File: src/rtl/ctrl_pkg.sv
// Shared definitions for the multicycle control unit:
// states, opcode/funct codes, ula32 ops and datapath selects.
package ctrl_pkg;

  typedef enum logic [3:0] {
    S_RESET  = 4'd0,
    S_FETCH  = 4'd1,
    S_DECODE = 4'd2,
    S_EXEC_R = 4'd3,
    S_EXEC_I = 4'd4,
    S_ADDR   = 4'd5,
    S_MEM_RD = 4'd6,
    S_MEM_WR = 4'd7,
    S_WB_R   = 4'd8,
    S_WB_I   = 4'd9,
    S_WB_MEM = 4'd10,
    S_BRANCH = 4'd11,
    S_JUMP   = 4'd12,
    S_EXC    = 4'd13
  } state_t;

  localparam logic [5:0] OP_RTYPE = 6'h00;
  localparam logic [5:0] OP_J     = 6'h02;
  localparam logic [5:0] OP_BEQ   = 6'h04;
  localparam logic [5:0] OP_BNE   = 6'h05;
  localparam logic [5:0] OP_ADDI  = 6'h08;
  localparam logic [5:0] OP_LW    = 6'h23;
  localparam logic [5:0] OP_SW    = 6'h2B;

  localparam logic [5:0] FN_ADD = 6'h20;
  localparam logic [5:0] FN_SUB = 6'h22;
  localparam logic [5:0] FN_AND = 6'h24;

  localparam logic [2:0] ALU_ADD = 3'b001;
  localparam logic [2:0] ALU_SUB = 3'b010;
  localparam logic [2:0] ALU_AND = 3'b011;
  localparam logic [2:0] ALU_CMP = 3'b111;

  localparam logic [2:0] PCS_ALU    = 3'd0;
  localparam logic [2:0] PCS_ALUOUT = 3'd1;
  localparam logic [2:0] PCS_JUMP   = 3'd2;
  localparam logic [2:0] PCS_EXC    = 3'd3;

  localparam logic [1:0] SRCA_PC = 2'd0;
  localparam logic [1:0] SRCA_A  = 2'd1;

  localparam logic [2:0] SRCB_B    = 3'd0;
  localparam logic [2:0] SRCB_4    = 3'd1;
  localparam logic [2:0] SRCB_IMM  = 3'd2;
  localparam logic [2:0] SRCB_IMM2 = 3'd3;

  localparam logic [3:0] M2R_ALUOUT = 4'd0;
  localparam logic [3:0] M2R_MDR    = 4'd1;

  typedef struct packed {
    logic       pcwrite;
    logic [2:0] pcsource;
    logic [1:0] alusrca;
    logic [2:0] alusrcb;
    logic [2:0] aluop;
    logic       iord;
    logic       memwr;
    logic       irwrite;
    logic       mdrwrite;
    logic       abwrite;
    logic       aluoutwrite;
    logic       epcwrite;
    logic       regwrite;
    logic       regdst;
    logic [3:0] memtoreg;
  } ctrl_t;

  function automatic logic is_arith(input logic [5:0] fn);
    return (fn == FN_ADD) || (fn == FN_SUB);
  endfunction

  function automatic logic is_rfunct(input logic [5:0] fn);
    return is_arith(fn) || (fn == FN_AND);
  endfunction

endpackage

File: src/rtl/wait_counter.sv
// Memory wait-state counter; done marks the last cycle
// of a FETCH or MEM_RD access.
module wait_counter
  import ctrl_pkg::*;
#(
  parameter int unsigned MEM_WAIT = 1
) (
  input  logic clock,
  input  logic reset,
  input  logic clear,
  output logic done
);

  logic [2:0] cnt;

  always_ff @(posedge clock) begin
    if (reset || clear) cnt <= 3'd0;
    else                cnt <= cnt + 3'd1;
  end

  assign done = (cnt == 3'(MEM_WAIT));

endmodule

File: src/rtl/multicycle_ctrl.sv
// Multicycle control FSM with memory wait states,
// overflow/invalid-opcode exceptions and beq/bne.
module multicycle_ctrl
  import ctrl_pkg::*;
#(
  parameter int unsigned MEM_WAIT   = 1,
  parameter bit          OVF_EXC    = 1'b1,
  parameter logic [31:0] EXC_VECTOR = 32'd255
) (
  input  logic       clock,
  input  logic       reset,
  input  logic [5:0] opcode,
  input  logic [5:0] funct,
  input  logic       Overflow,
  input  logic       Igual,
  output logic       PCWrite,
  output logic [2:0] PCSource,
  output logic [1:0] ALUSrcA,
  output logic [2:0] ALUSrcB,
  output logic [2:0] ALUOp,
  output logic       Iord,
  output logic       MemWr,
  output logic       IRWrite,
  output logic       MDRWrite,
  output logic       ABWrite,
  output logic       ALUOutWrite,
  output logic       EPCWrite,
  output logic       RegWrite,
  output logic       RegDst,
  output logic [3:0] MemToReg,
  output logic [3:0] state_dbg
);

  // A zero vector would alias the reset entry point.
  if (MEM_WAIT > 7 || EXC_VECTOR == 32'd0) begin : g_bad_cfg
    $error("multicycle_ctrl: bad MEM_WAIT or EXC_VECTOR");
  end

  state_t state;
  logic   done;
  logic   clear;
  logic   ovf_trap;
  ctrl_t  c;
  ctrl_t  co;

  assign clear = ((state != S_FETCH) && (state != S_MEM_RD)) || done;
  assign ovf_trap = OVF_EXC && Overflow;

  wait_counter #(
    .MEM_WAIT(MEM_WAIT)
  ) u_wait (
    .clock(clock),
    .reset(reset),
    .clear(clear),
    .done (done)
  );

  always_ff @(posedge clock) begin
    if (reset) begin
      state <= S_RESET;
    end else begin
      case (state)
        S_RESET:  state <= S_FETCH;
        S_FETCH:  if (done) state <= S_DECODE;
        S_DECODE: begin
          unique case (1'b1)
            (opcode == OP_RTYPE) && is_rfunct(funct):
              state <= S_EXEC_R;
            opcode == OP_ADDI:
              state <= S_EXEC_I;
            (opcode == OP_LW) || (opcode == OP_SW):
              state <= S_ADDR;
            (opcode == OP_BEQ) || (opcode == OP_BNE):
              state <= S_BRANCH;
            opcode == OP_J:
              state <= S_JUMP;
            default:
              state <= S_EXC;
          endcase
        end
        S_EXEC_R:
          state <= (ovf_trap && is_arith(funct)) ? S_EXC : S_WB_R;
        S_EXEC_I:
          state <= ovf_trap ? S_EXC : S_WB_I;
        S_ADDR:
          state <= (opcode == OP_SW) ? S_MEM_WR : S_MEM_RD;
        S_MEM_RD: if (done) state <= S_WB_MEM;
        S_MEM_WR: state <= S_FETCH;
        S_WB_R:   state <= S_FETCH;
        S_WB_I:   state <= S_FETCH;
        S_WB_MEM: state <= S_FETCH;
        S_BRANCH: state <= S_FETCH;
        S_JUMP:   state <= S_FETCH;
        S_EXC:    state <= S_FETCH;
        default:  state <= S_RESET;
      endcase
    end
  end

  always_comb begin
    c = '0;
    case (state)
      S_FETCH: begin
        if (done) begin
          c.irwrite  = 1'b1;
          c.pcwrite  = 1'b1;
          c.alusrca  = SRCA_PC;
          c.alusrcb  = SRCB_4;
          c.aluop    = ALU_ADD;
          c.pcsource = PCS_ALU;
        end
      end
      S_DECODE: begin
        c.abwrite     = 1'b1;
        c.alusrca     = SRCA_PC;
        c.alusrcb     = SRCB_IMM2;
        c.aluop       = ALU_ADD;
        c.aluoutwrite = 1'b1;
      end
      S_EXEC_R: begin
        c.alusrca     = SRCA_A;
        c.alusrcb     = SRCB_B;
        c.aluoutwrite = 1'b1;
        unique case (1'b1)
          funct == FN_SUB: c.aluop = ALU_SUB;
          funct == FN_AND: c.aluop = ALU_AND;
          default:         c.aluop = ALU_ADD;
        endcase
      end
      S_EXEC_I, S_ADDR: begin
        c.alusrca     = SRCA_A;
        c.alusrcb     = SRCB_IMM;
        c.aluop       = ALU_ADD;
        c.aluoutwrite = 1'b1;
      end
      S_MEM_RD: begin
        c.iord     = 1'b1;
        c.mdrwrite = done;
      end
      S_MEM_WR: begin
        c.iord  = 1'b1;
        c.memwr = 1'b1;
      end
      S_WB_R: begin
        c.regwrite = 1'b1;
        c.regdst   = 1'b1;
        c.memtoreg = M2R_ALUOUT;
      end
      S_WB_I: begin
        c.regwrite = 1'b1;
        c.memtoreg = M2R_ALUOUT;
      end
      S_WB_MEM: begin
        c.regwrite = 1'b1;
        c.memtoreg = M2R_MDR;
      end
      S_BRANCH: begin
        c.alusrca  = SRCA_A;
        c.alusrcb  = SRCB_B;
        c.aluop    = ALU_CMP;
        c.pcsource = PCS_ALUOUT;
        c.pcwrite  = (opcode == OP_BEQ) ? Igual : !Igual;
      end
      S_JUMP: begin
        c.pcsource = PCS_JUMP;
        c.pcwrite  = 1'b1;
      end
      S_EXC: begin
        c.alusrca  = SRCA_PC;
        c.alusrcb  = SRCB_4;
        c.aluop    = ALU_SUB;
        c.epcwrite = 1'b1;
        c.pcsource = PCS_EXC;
        c.pcwrite  = 1'b1;
      end
      default: c = '0;
    endcase
  end

  // Reset masks every strobe at once, even mid-access.
  assign co = reset ? '0 : c;

  assign PCWrite     = co.pcwrite;
  assign PCSource    = co.pcsource;
  assign ALUSrcA     = co.alusrca;
  assign ALUSrcB     = co.alusrcb;
  assign ALUOp       = co.aluop;
  assign Iord        = co.iord;
  assign MemWr       = co.memwr;
  assign IRWrite     = co.irwrite;
  assign MDRWrite    = co.mdrwrite;
  assign ABWrite     = co.abwrite;
  assign ALUOutWrite = co.aluoutwrite;
  assign EPCWrite    = co.epcwrite;
  assign RegWrite    = co.regwrite;
  assign RegDst      = co.regdst;
  assign MemToReg    = co.memtoreg;
  assign state_dbg   = reset ? 4'd0 : state;

endmodule
File: config.mk
export PLATFORM = sky130hd
export DESIGN_NAME = multicycle_ctrl
export DESIGN_NICKNAME = d
export VERILOG_FILES = /design/src/rtl/ctrl_pkg.sv /design/src/rtl/wait_counter.sv /design/src/rtl/multicycle_ctrl.sv
export SDC_FILE = /design/constraint.sdc
export NUM_CORES = 1
export LEC_CHECK = 0
export ABC_AREA = 1
export ABC_CLOCK_PERIOD_IN_PS = 2400
export BUFFER_PORTS_ARGS = -buffer_cell sky130_fd_sc_hd__clkbuf_2
export CORE_MARGIN = 1.5
export CORE_UTILIZATION = 45
export CTS_CLUSTER_SIZE = 28
export DETAILED_ROUTE_END_ITERATION = 16
export PLACE_DENSITY = 0.88
export REMOVE_ABC_BUFFERS = 1
export SLEW_MARGIN = 15
export SYNTH_ARGS = -nofsm -noshare
export SYNTH_HDL_FRONTEND = slang
export SYNTH_SLANG_ARGS = --single-unit
File: constraint.sdc
create_clock -name clock -period 2.4 [get_ports clock]
set_clock_uncertainty 0.05 [all_clocks]
set_input_delay 0.36 -clock clock [delete_from_list [all_inputs] [get_ports clock]]
set_output_delay 0.36 -clock clock [all_outputs]
set_load 0.005 [all_outputs]
# Word level (Yosys, flattened, before mapping)
# Index checks and enable logic that the tools add are counted.
# word_totals
register_bits	7
latchBits	0
ramBits	0
mem_bits_ro	0
input_bits	16
out_inout_bits	29
n_memories	0
# classes
add_sub_neg	1
mul	0
n_div	0
n_lt_le_gt_ge	0
eq_ne	27
shifts	0
mux	25
bitwise	0
n_reduce_logical	18
# op_table
operator	n
8-bit case mux with 6 select lines	1
6-bit == test (second input constant)	5
4-bit case mux with 7 select lines	1
25-bit two-way mux	1
4-bit == test (second input constant)	6
4-bit case mux with 5 select lines	1
4-bit by 3-bit == test with 1-bit output (second input constant)	4
4-bit case mux with 4 select lines	1
1-bit two-way mux	13
6-bit by 3-bit == test with 1-bit output (second input constant)	2
12-bit two-way mux	1
4-bit two-way mux	3
4-bit by 2-bit == test with 1-bit output (second input constant)	2
8-bit OR reduction	1
6-bit by 2-bit == test with 1-bit output (second input constant)	1
6-bit by 4-bit == test with 1-bit output (second input constant)	1
6-bit zero test	1
1-bit logical OR	6
3-bit two-way mux	2
4-bit by 1-bit == test with 1-bit output (second input constant)	1
4-bit zero test	1
2-bit inequality test (second input constant)	2
4-bit by 1-bit inequality test with 1-bit output (second input constant)	1
4-bit by 3-bit inequality test with 1-bit output (second input constant)	1
other kinds (9)	12

# Depth between registers and ports, before layout
# depth
ltp_word	6
depth_mapped	10
depth_no_buf	10

# Cells and area by module
# Synthesis repeated with hierarchy kept, for this count alone.
# unflattened
cells_unflattened	170
area_unflattened_um2	895.9
# modules_own_cells
mod	instances	cells_per_inst	area_per_inst_um2	seq_area_each_um2
multicycle_ctrl	1	154	767.0	80.1
wait_counter	1	16	128.9	60.1

# Least setup slack after synthesis
# Ideal clock, no wire load.
# synth_path
path_kind	register -> output
startpoint	register state[2]
endpoint	output ALUOp[0]
t_arrival_ns	1.099
required_ns	1.990
setup_slack_ns	0.891
path_stages_with_launch	6
path_cell_list	dfxtp_1 nor2_1 inv_1 nor2_1 nor2_1 a41oi_1
# synth_via
elab_chain_len	4
word_cells_on_any_way	10
cone_classes	eq/ne: 7; mux: 2; reduce/logical: 1
# synth_lines
element	line	text
from (decl)	multicycle_ctrl.sv:39	state_t state;
from (signal assigned)	multicycle_ctrl.sv:82	state <= (ovf_trap && is_arith(funct)) ? S_EXC : S_WB_R;
from (signal assigned)	multicycle_ctrl.sv:84	state <= ovf_trap ? S_EXC : S_WB_I;
from (signal assigned)	multicycle_ctrl.sv:86	state <= (opcode == OP_SW) ? S_MEM_WR : S_MEM_RD;
4-bit by 3-bit == test with 1-bit output	multicycle_ctrl.sv:102	case (state)
2-bit OR reduction	-	
8-bit case mux with 6 select lines (*)	multicycle_ctrl.sv:102	
25-bit two-way mux (*)	multicycle_ctrl.sv:181	assign co = reset ? '0 : c;
to (decl)	multicycle_ctrl.sv:20	output logic [2:0] ALUOp,
# Every way passes the cells marked *; elsewhere a longest branch is shown, timed or not.

# Worst setup path after layout
# Ends and elaborated chain as after synthesis.

==> reports/results.txt <==
Status - finished clean
Number of global-route vias before repair - 750
Routed wire per std cell - 7.87 microns
Hold Startpoint - u_wait.cnt[0]$_SDFF_PP0_
Max-cap viol count - 0
PnR Total Power - 0.774 mW
Ys Warns - 0
Port Buf Inserts - 38
Sequential area share after synthesis - 16.4%
Synth cell types - 20
Top cells by area, synth - nor2_1 (19%), dfxtp_1 (16%), nand2_1 (15%)
Final Hold Viols - 0
Initial DRC count - 22
# clock sinks - 7
Syn Std Cell Area - 852 sq um
Worst-path maximum fanout - 6
Total global-route track usage - 18.1%
End of the worst hold path - u_wait.cnt[0]$_SDFF_PP0_
Cells after Synth - 166
Post-Route Utilization - 61.1%
Fin. max-slew vios - 0
Minimum clock period - 2.05 ns
CTS buffer count - 3
Yosys reg bits - 7
Clk pin slew, worst setup/hold paths - 0.05 ns
Setup CP Type - reg2out
Worst setup SP type - register
Bufs on Longest Clock Path - 2
Via density - 4.50
First-pass GRT wire length - 2860 microns
Post-CTS Setup Inserts - 0
# resized after CTS - 0
PwrDens - 726 mW/mm^2
Post-synth top area share - 18.5%
# nets final - 224
Total die area - 0.00216 sq mm
Core ar. - 0.00175 sq mm
Antenna cells - 0
Syn-to-layout area delta - 25.1%
Remaining DRCs - 0
CTS root buf - clkbuf_4
Clk_lat worst skew - 0.25 ns
Worst VDD drop - 0.000563 V
CTS tree - done
R2R Path End - state[0]$_SDFFE_PP0P_
LEAKAGE - 0.685 nW
FF/Latch Area - 140 sq um
Arr. time, crit path - 1.64 ns
Detailed Route WL - 1810 microns
Pin count of the biggest net entering global routing - 18
Io pins - 45
Layout cell share with drive strength beyond 1 - 25.4%
H-tree depth - 1
Post-place setup slack - 0.628 ns
Yosys top cell by area - nor2_1
Post-route antenna net violation count - 0
Setup TNS after final layout - 0 ns
Antenna violations before repair - 0
Via count - 1034
Syn Area/Cell - 5.13 sq um
Post-DP HPWL - 1570 microns
Reg-to-reg critical path startpoint - state[0]$_SDFFE_PP0P_
Critical Path End Type - output pin
Rows - 15
RSZ-0062 raised after global routing - no
GPL Wtd Cong - 0.880
Min-Delay Path Depth - 1
Overflow after GRT - 0
Final Cycle Share - 85.3%
R2R setup slack - 1.03 ns
Initial Utilization - 48.8%
Multi-input gate area - 547 sq um
Reg2reg path depth - 10
Post-route setup slack - 0.353 ns
Filler cells - 205
Max Clock Freq - 0.489 GHz
Hold-fix buffers, CTS - 0
Hold/Removal Path Class - reg2reg
Hold_ws - 0.403 ns
1st-pass router iterations - 4
Die width - 46.5 microns
# setup viols final - 0
Chip Height - 46.5 microns
CP required - 1.99 ns
==> state kept, by name (all words and copies together) (netlist names) <==
signal,count
u_wait.cnt,3
state,4
==> through the flow <==
stage | std cells | cell area (sq um)
after floorplan | 163 | 818
after global placement | 226 | 1040
after detailed placement | 226 | 1040
after CTS | 230 | 1070
after global routing | 230 | 1070
final | 230 | 1070
==> cell usage in the layout, fill, tap and decap left out, drive strengths merged, types with 2 or more instances in the layout <==
master  count
a21oi       4
o21ai       4
nand2      38
a31oi       3
conb        6
nand3      13
nor3        4
nor2       45
inv        35
ha          2
clkbuf     42
dfxtp       7
==> metal layers <==
layer / vias up / track usage [%] / routed length (microns)
met3: 0 / 5.88 / 117
li1: 564 / - / -
met4: 0 / 1.71 / 0
met2: 33 / 30.6 / 870
met5: - / 0 / 0
met1: 437 / 23.0 / 824
==> worst max path at each step <==
stage,slack [ns],to,from,depth (start not counted)
global route,0.18,ALUOp[0],state[2]$_SDFFE_PP0P_,6
floorplan,0.89,ALUOp[0],state[2]$_SDFFE_PP0P_,5
detailed placement,0.63,ALUOp[0],state[2]$_SDFFE_PP0P_,6
finish,0.35,ALUOp[0],state[2]$_SDFFE_PP0P_,6
CTS,0.35,ALUOp[0],state[2]$_SDFFE_PP0P_,6
global placement,0.66,PCWrite,opcode[5],7
==> cell families after synthesis <==
group,after synthesis,share of synthesized area (%)
flip-flops,7,16.4
AND/OR/NAND/NOR,100,49.2
XOR/XNOR,1,1.03
AO/OA/AOI/OAI,12,8.37
buffers and inverters,43,21.6
other,1,0.440
adder cells (fa/ha/maj),2,2.94
==> critical path, stage by stage, from the launching register on <==
cell and delay (ns):
dfxtp_1 0.34, nor2_1 0.17, inv_1 0.09, nor2_1 0.29
nor2_1 0.12, a41oi_1 0.23, clkbuf_2 0.14
==> power by group <==
part / leakage (nW) / internal [mW] / switching (mW)
combinational: 0.613 / 0.172 / 0.291
sequential: 0.0572 / 0.154 / 0.0517
clock: 0.0150 / 0.0634 / 0.0422
==> cells in the mapped netlist <==
library cell	instances
a21oi_1	3
a21oi_2	1
a31oi_1	3
a41oi_1	1
buf_4	6
clkbuf_1	2
conb_1	1
dfxtp_1	7
ha_1	2
inv_1	33
inv_2	2
nand2_1	34
nand2_2	4
nand3_1	13
nor2_1	42
nor2_2	3
nor3_1	3
nor3_2	1
o21ai_0	4
xnor2_1	1
==> layout make-up <==
| cell class | count | area share [%] |
|---|---|---|
| sequential | 7 | 13.1 |
| multi-input combinational | 121 | 51.3 |
| tap | 25 | 2.93 |
| clock buffer | 4 | 2.46 |
| timing repair buffer | 38 | 17.8 |
| inverter | 35 | 12.3 |
Power figures use the tool's default switching activity.
